===== src/rtl/count_display_pkg.sv =====
// ----------------------------------------------------------------------------
// count_display_pkg
// Purpose : Shared types and constants for the count display driver.
//           Scan state enum, active-low 7-segment codes and anode patterns.
// Ports   : none (package)
// Config  : LEADING_ZERO_BLANK_EN (used by count_display_driver)
// ----------------------------------------------------------------------------
package count_display_pkg;

    typedef enum logic [1:0] {
        DIG0 = 2'd0,
        DIG1 = 2'd1,
        DIG2 = 2'd2,
        DIG3 = 2'd3
    } scan_state_t;

    // Segment order {g,f,e,d,c,b,a}, active-low
    localparam logic [6:0] SEG_BLANK = 7'h7F;
    localparam logic [6:0] SEG_0     = 7'h40;
    localparam logic [6:0] SEG_1     = 7'h79;
    localparam logic [6:0] SEG_2     = 7'h24;
    localparam logic [6:0] SEG_3     = 7'h30;
    localparam logic [6:0] SEG_4     = 7'h19;
    localparam logic [6:0] SEG_5     = 7'h12;
    localparam logic [6:0] SEG_6     = 7'h02;
    localparam logic [6:0] SEG_7     = 7'h78;
    localparam logic [6:0] SEG_8     = 7'h00;
    localparam logic [6:0] SEG_9     = 7'h10;

    // Anodes, active-low; an[0] = units, an[1] = tens
    localparam logic [3:0] AN_OFF    = 4'hF;
    localparam logic [3:0] AN_UNITS  = 4'b1110;
    localparam logic [3:0] AN_TENS   = 4'b1101;

endpackage


===== src/rtl/count_display_driver_if.sv =====
// ----------------------------------------------------------------------------
// count_display_driver_if
// Purpose : Groups the counter input and the display pin outputs.
// Signals : count[3:0] counter value, an[3:0] anodes (active-low),
//           seg[6:0] segments {g..a} (active-low), dp decimal point.
// Modports: master - the display driver (reads count, drives pins)
//           slave  - the environment (drives count, observes pins)
// Config  : none
// ----------------------------------------------------------------------------
interface count_display_driver_if;
    logic [3:0] count;
    logic [3:0] an;
    logic [6:0] seg;
    logic       dp;

    modport master (input count, output an, output seg, output dp);
    modport slave  (output count, input an, input seg, input dp);
endinterface


===== src/rtl/count_display_driver_seg7_decode.sv =====
// ----------------------------------------------------------------------------
// seg7_decode
// Purpose : Combinational BCD to active-low 7-segment decoder.
//           Values above 9 decode to a blank digit.
// Ports   : i_bcd [3:0] digit in, o_seg [6:0] segments {g,f,e,d,c,b,a}
// Config  : none
// ----------------------------------------------------------------------------
module seg7_decode
    import count_display_pkg::*;
(
    input  logic [3:0] i_bcd,
    output logic [6:0] o_seg
);

    always_comb begin
        o_seg = SEG_BLANK;
        case (i_bcd)
            4'd0:    o_seg = SEG_0;
            4'd1:    o_seg = SEG_1;
            4'd2:    o_seg = SEG_2;
            4'd3:    o_seg = SEG_3;
            4'd4:    o_seg = SEG_4;
            4'd5:    o_seg = SEG_5;
            4'd6:    o_seg = SEG_6;
            4'd7:    o_seg = SEG_7;
            4'd8:    o_seg = SEG_8;
            4'd9:    o_seg = SEG_9;
            default: o_seg = SEG_BLANK;
        endcase
    end

endmodule


===== src/rtl/count_display_driver.sv =====
// ----------------------------------------------------------------------------
// count_display_driver
// Purpose : Latches a 4-bit count once per display frame, splits it into
//           decimal tens/units and scans a 4-digit common-anode 7-segment
//           display, blanking all anodes for GHOST_CYCLES at the start of
//           every digit slot.
// Ports   : clk    - system clock, rising edge
//           reset  - synchronous, active-low
//           bus    - count_display_driver_if.master (count in; an, seg, dp out)
// Params  : REFRESH_CYCLES (>= 2) cycles per digit slot
//           GHOST_CYCLES   (1 .. REFRESH_CYCLES-1) blank cycles per slot
// Config  : LEADING_ZERO_BLANK_EN - when defined, the tens digit stays dark
//           for values 0-9; otherwise it shows "0".
// ----------------------------------------------------------------------------
module count_display_driver
    import count_display_pkg::*;
#(
    parameter int REFRESH_CYCLES = 50000,
    parameter int GHOST_CYCLES   = 100
)(
    input  logic                    clk,
    input  logic                    reset,
    count_display_driver_if.master  bus
);

    localparam int             TW          = $clog2(REFRESH_CYCLES);
    localparam logic [TW-1:0]  TIMER_LAST  = TW'(REFRESH_CYCLES - 1);
    localparam logic [TW-1:0]  TIMER_GHOST = TW'(GHOST_CYCLES);

    scan_state_t     r_state;
    scan_state_t     w_state_nxt;
    logic [TW-1:0]   r_timer;
    logic [TW-1:0]   w_timer_nxt;
    logic [3:0]      r_frame_val;
    logic [3:0]      r_an;
    logic [6:0]      r_seg;

    logic            w_load;
    logic            w_tens;
    logic [3:0]      w_units;
    logic [3:0]      w_digit;
    logic [6:0]      w_digit_seg;
    logic [3:0]      w_an_nxt;
    logic [6:0]      w_seg_nxt;

    // Frame latch point: first cycle of DIG0, including the cycle after reset
    assign w_load  = (r_state == DIG0) && (r_timer == '0);

    // Count is at most 15, so a single compare/subtract gives tens/units
    assign w_tens  = (r_frame_val >= 4'd10);
    assign w_units = w_tens ? (r_frame_val - 4'd10) : r_frame_val;

    // One decoder shared across slots; only DIG1 needs the tens digit
    assign w_digit = (r_state == DIG1) ? {3'b000, w_tens} : w_units;

    seg7_decode u_seg7_decode (
        .i_bcd (w_digit),
        .o_seg (w_digit_seg)
    );

    always_ff @(posedge clk) begin
        if (!reset) begin
            r_state     <= DIG0;
            r_timer     <= '0;
            r_frame_val <= '0;
            r_an        <= AN_OFF;
            r_seg       <= SEG_BLANK;
        end else begin
            r_state     <= w_state_nxt;
            r_timer     <= w_timer_nxt;
            if (w_load) begin
                r_frame_val <= bus.count;
            end
            r_an        <= w_an_nxt;
            r_seg       <= w_seg_nxt;
        end
    end

    // Next state / slot timer
    always_comb begin
        w_state_nxt = r_state;
        w_timer_nxt = r_timer + 1'b1;
        if (r_timer >= TIMER_LAST) begin
            w_timer_nxt = '0;
            case (r_state)
                DIG0:    w_state_nxt = DIG1;
                DIG1:    w_state_nxt = DIG2;
                DIG2:    w_state_nxt = DIG3;
                DIG3:    w_state_nxt = DIG0;
                default: w_state_nxt = DIG0;
            endcase
        end else begin
            case (r_state)
                DIG0, DIG1, DIG2, DIG3: w_state_nxt = r_state;
                default:                w_state_nxt = DIG0;
            endcase
        end
    end

    // Next registered pin values, from the current state/timer
    always_comb begin
        w_an_nxt  = AN_OFF;
        w_seg_nxt = SEG_BLANK;
        if (r_timer >= TIMER_GHOST) begin
            case (r_state)
                DIG0: begin
                    w_an_nxt  = AN_UNITS;
                    w_seg_nxt = w_digit_seg;
                end
                DIG1: begin
`ifdef LEADING_ZERO_BLANK_EN
                    if (w_tens) begin
                        w_an_nxt  = AN_TENS;
                        w_seg_nxt = w_digit_seg;
                    end
`else
                    w_an_nxt  = AN_TENS;
                    w_seg_nxt = w_digit_seg;
`endif
                end
                default: begin
                    w_an_nxt  = AN_OFF;
                    w_seg_nxt = SEG_BLANK;
                end
            endcase
        end
    end

    assign bus.an  = r_an;
    assign bus.seg = r_seg;
    assign bus.dp  = 1'b1;

endmodule

===== src/flat_wrapper.sv =====
// flat-port wrapper written by rule: the top's interface ports become plain ports
module count_display_driver_flat import count_display_pkg::*;
#(
    parameter int REFRESH_CYCLES = 50000,
    parameter int GHOST_CYCLES   = 100
)
  (clk, reset, bus_count, bus_an, bus_seg, bus_dp);
  count_display_driver_if bus_i ();
  input  logic clk;
  input  logic reset;
  input wire logic [$bits(bus_i.count)-1:0] bus_count;
  output wire logic [$bits(bus_i.an)-1:0] bus_an;
  output wire logic [$bits(bus_i.seg)-1:0] bus_seg;
  output wire logic [$bits(bus_i.dp)-1:0] bus_dp;
  assign bus_i.count = bus_count;
  assign bus_an = bus_i.an;
  assign bus_seg = bus_i.seg;
  assign bus_dp = bus_i.dp;
  count_display_driver #(.REFRESH_CYCLES(REFRESH_CYCLES), .GHOST_CYCLES(GHOST_CYCLES)) u_core (.clk(clk), .reset(reset), .bus(bus_i));
endmodule

===== config.mk =====
export PLATFORM = sky130hd
export DESIGN_NAME = count_display_driver_flat
export DESIGN_NICKNAME = d
export VERILOG_FILES = /design/src/rtl/count_display_pkg.sv /design/src/rtl/count_display_driver_if.sv /design/src/rtl/count_display_driver_seg7_decode.sv /design/src/rtl/count_display_driver.sv /design/src/flat_wrapper.sv
export SDC_FILE = /design/constraint.sdc
export NUM_CORES = 1
export LEC_CHECK = 0
export ABC_CLOCK_PERIOD_IN_PS = 1800
export CORE_UTILIZATION = 49
export DETAILED_ROUTE_END_ITERATION = 8
export GPL_TIMING_DRIVEN = 0
export MAX_ROUTING_LAYER = met4
export PLACE_DENSITY_LB_ADDON = 0.05
export SYNTH_ARGS = -nofsm -noshare
export SYNTH_HDL_FRONTEND = slang
export SYNTH_SLANG_ARGS = --single-unit

===== constraint.sdc =====
create_clock -name clk -period 1.8 [get_ports clk]
set_input_delay 0.45 -clock clk [delete_from_list [all_inputs] [get_ports clk]]
set_output_delay 0.45 -clock clk [all_outputs]
set_load 0.005 [all_outputs]

Word-level counts from Yosys, hierarchy flattened:

Memory sizes are Yosys's and may differ from the RTL's. A register that Yosys moved wholly into a read port is not among the register bits.
Cells that the tools add are included.

* bits of input ports: 6
* memories: 1
* word-level logic and storage cells: 29
* flip-flop bits (word level): 26
* output and inout bits: 12
* ROM bits: 112

* order comparisons: 3
* reductions and logical operators: 9
* $add $sub $neg: 2
* bitwise gates (word level): 1
* mux-type cells: 5
* equality and inequality tests: 4

Memory list
* (name not given): words 16, width 7, read ports 1, clocked after memory_dff 1, wr ports 0, line count_display_driver_seg7_decode.sv:17 `case (i_bcd)`

Operator list (number)
* adder 16 x 1 -> 16 bit, second input constant: 1
* >= comparator 16 bit, second input constant: 1
* >= comparator 16 x 7 -> 1 bit, second input constant: 1
* logical NOT 16 bit: 1
* two-way mux 4 bit: 2
* case mux 2 bit (4 select lines): 1
* == test 2 bit, second input constant: 2
* >= comparator 4 bit, second input constant: 1
* case mux 2 bit (2 select lines): 1
* OR reduction 2 bit: 2
* OR reduction 4 bit: 1
* subtractor 4 bit, second input constant: 1
* AND reduction 3 bit: 1
* == test 2 x 1 -> 1 bit, second input constant: 1
* logical NOT 2 bit: 1
* two-way mux 2 bit: 1
* != test 2 x 1 -> 1 bit, second input constant: 1
* AND reduction 2 bit: 1
* logical AND 1 bit: 1
* logical NOT 1 bit: 1
* NOT 1 bit: 1

Depth between registers and ports, before layout:

* depth after elaboration: 4
* mapped depth: 9
* depth with buffers taken out: 8

Cells and area by module:

A second synthesis with hierarchy kept.

* cell total of the unflattened synthesis: 201
* area total of the unflattened synthesis: 1685.4 µm²

Modules (own cells, without submodules)
* count_display_driver: seq. area each 620.6 µm², cells each 168, times used 1, area an instance 1475.2 µm²
* seg7_decode: seq. area each 0.0 µm², cells each 33, times used 1, area an instance 210.2 µm²

Worst setup path after synthesis:

OpenSTA, ideal clock, no wires.

* kind: reg-to-reg
* start: reg u_core.r_frame_val[1]
* end: reg u_core.r_seg[4] (netlist: u_core.bus.seg[4])
* stages on the path, launching flop included: 7
* arrival time: 1.652 ns
* setup time: 0.141 ns
* period minus slack after synthesis: 1.793 ns
* required time: 1.659 ns
* path slack: 0.007 ns
* cells stage by stage: dfxtp_1 -> buf_2 -> inv_1 -> ha_1 -> a211oi_1 -> o211a_1 -> o21ai_0

* cells in the longest elaborated chain, start to end: 3
* elaborated cells between the ends (all ways): 4

Ends and longest elaborated chain
* start: declaration: line count_display_driver.sv:34 `logic [3:0] r_frame_val;`
* start signal: assignment: line count_display_driver.sv:72 `r_frame_val <= bus.count;`
* subtractor 4 bit or >= comparator 4 bit (tied branches): line count_display_driver.sv:51, count_display_driver.sv:50
* two-way mux 4 bit: line count_display_driver.sv:51 `assign w_units = w_tens ? (r_frame_val - 4'd10) : r_frame_val;`
* two-way mux 4 bit (*): line count_display_driver.sv:54 `assign w_digit = (r_state == DIG1) ? {3'b000, w_tens} : w_units;`
* end: declaration: line count_display_driver.sv:36 `logic [6:0] r_seg;`

Every way passes the cells marked *; elsewhere a longest branch is shown, timed or not.
A chain may end at the register's enable or synchronous reset.

Final worst setup path:

* start: reg u_core.r_state[0]
* end: reg u_core.r_state[1]

* cells in the longest elaborated chain, start to end: 3
* elaborated cells between the ends (all ways): 8

Ends and longest elaborated chain
* start: declaration: line count_display_driver.sv:30 `scan_state_t r_state;`
* start signal: assignment: line count_display_driver.sv:69 `r_state <= w_state_nxt;`
* == test 2 bit (tied with other cells): line count_display_driver.sv:85, count_display_driver.sv:93
* case mux 2 bit (4 select lines) or OR reduction 4 bit (tied branches): line count_display_driver.sv:85, count_display_driver.sv:93
* two-way mux 2 bit or != test 2 x 1 -> 1 bit (tied branches)

Parallel ways exist; a longest one is shown, timed or not. The select of a mux whose other input is x is not followed.

==> metrics.md <==
| Metric | Value |
|---|---|
| Status | `complete, no violations` |
| DR WL/cell | `12.0 um` |
| Mapped Area | `0.00162 sq mm` |
| FMAX | `578 MHz` |
| Diode count | `0` |
| Placement Rows | `20` |
| Largest cells by area after synthesis | `dfxtp_1 (38%), ha_1 (8.5%), nor2_1 (5.1%), xnor2_1 (4.9%), o21ai_0 (3.1%)` |
| Final Skew | `8.07 ps` |
| Post-synth EDFFs | `0` |
| CP max FO | `5` |
| Clock sinks | `31` |
| Port buffer count | `14` |
| Num CTS Buffers | `5` |
| Layout area overhead | `22.5%` |
| Drt total wl | `3130 um` |
| Critical path class | `reg -> reg` |
| Minimum clock period | `1730 ps` |
| Synthesis-stage register bit count | `31` |
| Vias in the first global route | `1246` |
| Post-route setup TNS | `0 ps` |
| Post-synth top cells | `dfxtp_1 (31), nor2_1 (22), ha_1 (11), inv_1 (11), o21ai_0 (10)` |
| Max-Cap Viols | `0` |
| Final Max Tran Viols | `0` |
| Global route overflow | `0` |
| Count of final hold-check violations | `0` |
| Initial DRC count | `64` |
| Starting Density | `52.2%` |
| Core Box Area | `0.00310 sq mm` |
| Root Driver | `clkbuf_4` |
| First-pass GRT wire length | `5420 um` |
| Routed vias/inst | `5.36` |
| Yosys top cell by area | `dfxtp_1` |
| RSZ-0062 raised after global routing | `true` |
| CTS tree | `built` |
| Overall Global Routing Usage | `21.2%` |
| Via count | `1393` |
| Largest net degree at the start of global routing | `11` |
| Final setup viols | `0` |
| Layout cells sized above 1 | `19.0%` |
| Power Total | `1350 uW` |
| Setup WS post-layout | `68.8 ps` |
| H-tree levels | `2` |
| Yosys warning count | `0` |
| CP arrival | `1960 ps` |
| Leak pwr | `0.000723 uW` |
| WHS | `464 ps` |
| Crit. End Element | `flop` |
| Clock Path Buffers | `2` |
| Period Utilization, post-route | `96.2%` |
| Dominant synthesized flop cell | `dfxtp_1` |
| Syn Area/Cell | `8.66 sq um` |
| Startpoint type of the worst setup path | `flop` |
| DIE AREA | `0.00354 sq mm` |
| Maximum vdd ir drop | `0.000321 V` |
| HPWL Detailed | `2250 um` |
| Drt pass-1 iters | `4` |
| Min-delay worst type | `reg -> reg` |
| Post-layout util | `63.9%` |
| RD Place Congestion | `0.828` |
| Synth async-reset ratio | `0%` |
| Worst path required time | `2030 ps` |
| Skew-Pair Late Insertion Delay | `330 ps` |
| Num ports | `18` |
| Most numerous cell in the Yosys netlist | `dfxtp_1` |
| Dpl ws | `-204 ps` |
| Chip Height | `59.5 um` |
| Die Span X | `59.5 um` |
| Nets | `232` |
| Seq/Total Area, Yosys | `38.3%` |
| Residual DRC count | `0` |
| Cells after Synth | `187` |
| P per Cell Area | `679 mW/mm^2` |
| Yosys cell types | `43` |
| Initial antenna violation count | `0` |
| Antenna Nets Post-Route | `0` |
| CTS clk-pin slew, worst paths | `90 ps` |
| Post-synth top area share | `38.3%` |
## power by group
group	switching (uW)	total (uW)	internal (uW)
combinational	91.3	172	81.1
clock	229	458	230
sequential	16.3	717	701
total	336	1350	1010
## worst max-delay path: stages (launching register included)
cell and delay, ps:
dfxtp_2 370, inv_1 80, ha_1 260, or4_1 550, o21ai_0 150, o211ai_1 120, o41ai_1 80
## worst paths after layout
| kind | cells past startpoint | slack, ps | startpoint | end |
|---|---|---|---|---|
| worst max-delay path | 6 | 70 | u_core.r_state[0] | u_core.r_state[1] |
| worst min-delay path | 1 | 460 | u_core.r_timer[0] | u_core.r_timer[0] |
| worst max register to register | 6 | 70 | u_core.r_state[0] | u_core.r_state[1] |
| worst min register to register | 1 | 460 | u_core.r_timer[0] | u_core.r_timer[0] |
## flip-flops by register name, summed over array words and instances (netlist names)
register,count
u_core.bus.seg,7
u_core.r_timer,16
u_core.r_frame_val,4
u_core.bus.an,2
u_core.r_state,2
## stage by stage
stage | std cells | cell area (sq um)
after floorplan | 189 | 1630
after global placement | 247 | 1820
after detailed placement | 247 | 1820
after CTS | 257 | 1930
after global routing | 260 | 1980
final | 260 | 1980
## cell type report
class / instances / area (sq um)
fillers: 295 / 1120
multi-input cells: 137 / 942
repair buffers: 19 / 178
clock buffers: 8 / 68.8
inverters: 12 / 45.0
plain buffers: 9 / 67.6
well taps: 44 / 55.1
flip-flops and latches: 31 / 627
## layout by cell type (no fill, tap or decap), types with 3 or more instances in the layout
| cell type | n |
|---|---|
| nand3_1 | 7 |
| dfxtp_2 | 5 |
| clkdlybuf4s50_1 | 14 |
| a31oi_1 | 4 |
| nor3_1 | 6 |
| nand2_1 | 8 |
| inv_1 | 10 |
| a21oi_1 | 9 |
| o21ai_0 | 9 |
| conb_1 | 3 |
| nor4_1 | 4 |
| nand4_1 | 5 |
| nor2_1 | 22 |
| xor2_1 | 4 |
| xnor2_1 | 9 |
| dfxtp_1 | 26 |
| buf_4 | 9 |
| ha_1 | 8 |
| o21ai_1 | 5 |
| clkbuf_4 | 5 |
## timing repair
item                                    4_1_cts  5_1_grt
buffers inserted                              2        3
endpoints found under the setup margin       19       19
resized for setup                             8       14
hold buffers                                  0        0
pin swaps                                     2        4
gates cloned                                  0        0
## cells by family after synthesis
family | Yosys count | share of synthesized area, %
compound gates | 40 | 16.2
buf+inv | 21 | 6.26
xor+xnor | 13 | 7.03
simple gates | 70 | 23.4
fa+ha+maj | 11 | 8.50
flops | 31 | 38.3
other cells | 1 | 0.232
## layer usage
metal / up-vias / GRT usage, % / part of all wire, %
met2: 21 / 34.3 / 47
met5: - / - / 0
met3: 8 / 3.93 / 3.0
met1: 647 / 24.7 / 48
met4: 0 / 11.2 / 2.1
li1: 717 / - / -
Power figures use the tool's default switching activity.
